<file path="config.mk">
export PLATFORM = sky130hd
export DESIGN_NAME = buffer_read_drain
export DESIGN_NICKNAME = d
export VERILOG_FILES = /design/src/rtl/buffer_read_drain.sv
export SDC_FILE = /design/constraint.sdc
export NUM_CORES = 1
export LEC_CHECK = 0
export ABC_AREA = 1
export CAP_MARGIN = 20
export CORE_MARGIN = 10
export CORE_UTILIZATION = 42
export CTS_CLUSTER_DIAMETER = 40
export DETAILED_ROUTE_END_ITERATION = 10
export PLACE_DENSITY = 0.76
export SKIP_LAST_GASP = 1
export SLEW_MARGIN = 25
export SYNTH_ARGS = -nofsm -noshare
export SYNTH_HDL_FRONTEND = slang
export SYNTH_SLANG_ARGS = --single-unit
</file>
<file path="constraint.sdc">
create_clock -name clk -period 3 [get_ports clk]
set_input_delay 0.6 -clock clk [delete_from_list [all_inputs] [get_ports clk]]
set_output_delay 0.6 -clock clk [all_outputs]
set_load 0.01 [all_outputs]
</file>
<file path="src/rtl/buffer_read_drain.sv">
// Read-side drain: pulls one PAR_READ-entry group from the circular buffer when
// available and serialises it, oldest entry first, onto a valid/ready stream.
module buffer_read_drain #(
   parameter int SIZE     = 8,
   parameter int PAR_READ = 4
) (
   input  logic                       clk,
   input  logic                       rst,
   input  logic                       rd_ok,
   input  logic [PAR_READ*SIZE-1:0]   rd_data,
   output logic                       rd_en,
   output logic [SIZE-1:0]            out_data,
   output logic                       out_valid,
   input  logic                       out_ready,
   output logic                       out_last,
   output logic                       busy,
   output logic [15:0]                group_cnt
);

   localparam int W = PAR_READ * SIZE;
   localparam logic [2:0] LAST_IDX = 3'(PAR_READ - 1);

   // Handshake: an entry transfers on any edge where out_valid && out_ready;
   // out_data/out_last never change while out_valid is high and out_ready is low.

   typedef enum logic {
      IDLE  = 1'b0,
      SHIFT = 1'b1
   } state_t;

   state_t         state;
   logic [W-1:0]   sh;
   logic [2:0]     idx;
   logic [15:0]    grp_q;
   logic           fire;
   logic           load;

   assign out_valid = (state == SHIFT);
   assign busy      = (state == SHIFT);
   assign out_last  = (state == SHIFT) && (idx == LAST_IDX);
   assign out_data  = sh[W-1 -: SIZE];
   assign group_cnt = grp_q;

   assign fire = out_valid && out_ready;

   // rst gating keeps the read counter still while the drain is held in reset.
   assign load  = !rst && rd_ok && ((state == IDLE) || (fire && out_last));
   assign rd_en = load;

   always_ff @(posedge clk or posedge rst) begin
      if (rst) begin
         state <= IDLE;
         sh    <= '0;
         idx   <= '0;
         grp_q <= '0;
      end else begin
         if (fire && out_last) begin
            grp_q <= grp_q + 16'd1;
         end
         if (load) begin
            // rd_data is captured before the pointer moves on this same edge.
            sh    <= rd_data;
            idx   <= '0;
            state <= SHIFT;
         end else if (fire) begin
            if (out_last) begin
               state <= IDLE;
            end else begin
               sh  <= sh << SIZE;
               idx <= idx + 3'd1;
            end
         end
      end
   end

endmodule

</file>
[After elaboration in Yosys (flattened, before gate mapping)]
Cells that the tools add are included.
Storage, ports and cells
  register bits: 52
  bits of input ports: 36
  logic and storage cells: 29
Cells by class
  add/subtract/negate cells: 2
  equality and inequality tests: 2
  muxes and demuxes: 9
  bitwise logic cells: 1
  reductions and logical operators: 11
Operators by type and width (number)
  32-bit 2-to-1 mux: 3
  16-bit by 1-bit adder with 16-bit output, second input constant: 1
  3-bit 2-to-1 mux: 3
  1-bit logical AND: 5
  2-bit AND reduction: 2
  2-bit nonzero test: 2
  3-bit by 1-bit adder with 3-bit output, second input constant: 1
  3-bit by 2-bit == test with 1-bit output, second input constant: 1
  1-bit 2-to-1 mux: 3
  2-bit != test, second input constant: 1
  1-bit zero test: 1
  1-bit logical OR: 1
  1-bit NOT: 1

[Longest topological paths before layout]
  word-level depth: 7
  gate-level depth with buffers: 10
  depth with buffers taken out: 10

[Worst setup path before layout]
No wires, ideal clock.
  kind: input to output
  start point: input port rst
  end point: output port rd_en
  data arrival time: 1.961 ns
  data required time: 2.400 ns
  setup slack: 0.439 ns
  stages: 4
  buffers on the path: 1
  cells stage by stage: inv_2 nand2_1 a21oi_4 buf_2
Between the ends
  cells in the longest elaborated chain, start to end: 3
RTL lines
  start: declaration: RTL line 8  | input logic rst,
  1-bit zero test (no source line)
  1-bit logical AND (2 in a row): RTL line 47  | assign load = !rst && rd_ok && ((state == IDLE) || (fire && out_last));
  end: declaration: RTL line 11  | output logic rd_en,
No other way between the ends.

[Final worst setup path]
  start point: input port out_ready
  end point: output port rd_en
Between the ends
  cells in the longest elaborated chain, start to end: 4
RTL lines
  start: declaration: RTL line 14  | input logic out_ready,
  1-bit logical AND: RTL line 44  | assign fire = out_valid && out_ready;
  1-bit logical AND: RTL line 47
  1-bit logical OR: RTL line 47
  1-bit logical AND: RTL line 47
No other way between the ends.

==> metrics.txt <==
CP Data Required Time=between 2 and 2.5 ns; CTS tree=yes; core footprint=6310 µm²; setup repair bufs after CTS=0; Routed WL=roughly 6000 µm; leak pwr=around 1.8 nW; fillers=596; status=finished, final reports clean; largest net degree at the start of global routing=between 50 and 60; Worst EP arrival=2.06 ns; layout cell share with drive strength beyond 1=under 10%; final worst setup slack=~0.34 ns; sequential share of the synthesized area=48.0%; max-cap violation count=0; critical path launch point type=input port; Total Power=2.48 mW; Hold Fails Final Rpt=0; post-CTS sizing=0; RSZ-0062 raised after global routing=false; Mapped Area=2710 µm²; Total GRT Usage=12.5%; initial antenna violation count=0; Post-Syn Nets=394; CTS Hold Bufs=0; Max Fanout on Critical Path=9; Yosys reg bits=52; clk slew on worst S/H paths=0.10 ns; Rel. slew slack=57.2%; Cell variety after synth=25; skew final=0.0116 ns; vias in the first global route=2344; FP Rows=29; Area after DPL=3320 µm²; clock root buffer=clkbuf_8; GPL Wtd Cong=0.746; Die W=about 100 µm; Peak VDD IR=0.000349 V; design area=3410 µm²; grt ovf=0; area delta synth->final=25.9%; clock sinks=52; Initial Util=42.9%; final HPWL from detailed placement=between 4000 and 5000 µm; multi-input logic area=between 1000 and 1500 µm²; critical path endpoint category=output port; H-tree levels=2; via count=2276; Setup CP Type=in2out; DRC Markers=0; antenna viol nets, final=0; Pwr per Cell Area=728 nW/µm²; min cycle time layout=2.66 ns; DR WL/cell=12.3 µm; fmax=376 MHz; setup TNS=0 ns; antenna cell count=0; IO Count=64; period utilization=88.6%; Synth Warn #=0; Slew Viols, Final=0; CTS Buffer Depth=2; DR iter-0 viols=119; clk_lat worst skew=0.31 ns; area occupied by registers=1300 µm²; Cells after Synth=~360; chip height=~100 µm; hold crit path type=reg2reg; global-route wire length before repair=~11000 µm; syn_area_per_cell=7.63 µm²; first-pass detailed-route iteration total=4; Vias/cell=4.70; endpoints failing setup=0; total CTS buffers=5; dpl ws=0.327 ns; Buffers on Ports=63; Worst-Margin Slew=between 0.6 and 0.7 ns; Layout Nets=~450; Die Area=10100 µm²
flip-flops by register name, summed over array words and instances, names as in the netlist:
name / flops
busy: 1
group_cnt: 16
idx: 3
sh: 32
through the flow:
step                utilization, %  hold WS [ns]  instances
floorplan                        -         0.469        355
global placement              52.5         0.480        476
detailed placement            52.5         0.488        476
CTS                           54.0         0.513        484
global route                  54.0         0.533        484
finish                        54.0         0.506        484
metal layers:
metal	track usage, %	vias to the layer above	routed length (µm)
met3	4.40	6	407
li1	-	1184	-
met4	3.59	0	65
met1	14.7	1026	2670
met2	20.8	60	2830
met5	0	-	0
cells in the final DEF, fill, tap and decap left out, drive strengths merged:
cell,synthesis,final
nor2,21,21
nand2,178,178
ha,3,3
o21bai,1,1
a21oi,1,1
dfrtp,52,52
buf,23,5
xor2,7,7
inv,20,21
nand4,2,2
xnor2,2,2
clkdlybuf4s50,0,63
o21ai,3,3
nand3b,1,1
clkinv,0,1
nor3,1,1
nand3,39,39
clkbuf,1,6
power by group:
part / leakage [nW] / internal, mW / total [mW] / switching, mW
clock: 0.0516 / 0.189 / 0.420 / 0.231
sequential: 0.688 / 0.913 / 1.06 / 0.144
combinational: 1.06 / 0.444 / 1.01 / 0.562
total: 1.80 / 1.55 / 2.48 / 0.936
final cells by class:
| cell class | instances | area share, % |
|---|---|---|
| clock buffers | 6 | 2.42 |
| inverters | 20 | 2.20 |
| flip-flops and latches | 52 | 38.1 |
| clock inverters | 2 | 0.403 |
| multi-input cells | 259 | 34.1 |
| well taps | 77 | 2.82 |
| repair buffers | 68 | 19.9 |
logic make-up (layout without fill, tap and decap cells):
kind of cell             Yosys count  after routing  share of synthesized area, %
AND/OR/NAND/NOR                  242            242                          37.2
AO/OA/AOI/OAI                      5              5                          1.43
buffers and inverters             44             96                          9.09
flip-flops                        52             52                          48.0
XOR/XNOR                           9              9                          2.91
adder cells (fa/ha/maj)            3              3                          1.39
worst max-delay path, stage by stage:
cell and delay, ns:
clkdlybuf4s50_1 0.52, nand3_4 0.15, a21oi_4 0.21, clkdlybuf4s50_1 0.57
worst paths after layout:
kind                            cells after the start       from            to  slack, ns
worst max-delay path                                4  out_ready         rd_en       0.34
max in group asynchronous                           3        rst        sh[20]       1.68
min in group asynchronous                           3        rst  group_cnt[1]       0.90
worst max register to register                      8     idx[0]        idx[2]       1.12
worst min register to register                      2      sh[3]         sh[3]       0.51
worst min-delay path                                2      sh[3]         sh[3]       0.51
cell usage after synthesis:
library cell | number | area, µm²
o21ai_0 | 2 | 10.0
xnor2_1 | 2 | 17.5
nand2_4 | 1 | 11.3
nor3_1 | 1 | 5.00
inv_1 | 19 | 71.3
o21ai_1 | 1 | 5.00
o21bai_1 | 1 | 7.51
nor2_1 | 20 | 75.1
dfrtp_1 | 52 | 1300
nand3_4 | 2 | 35.0
ha_1 | 3 | 37.5
nand4_1 | 2 | 12.5
nand3_1 | 37 | 185
nand2_2 | 2 | 12.5
nand3b_1 | 1 | 7.51
a21oi_4 | 1 | 16.3
clkbuf_1 | 1 | 3.75
nand2_1 | 175 | 657
buf_4 | 14 | 105
inv_2 | 1 | 3.75
nor2_2 | 1 | 6.26
xor2_1 | 7 | 61.3
buf_2 | 5 | 25.0
buf_6 | 3 | 33.8
buf_1 | 1 | 3.75
Power figures use the tool's default switching activity.
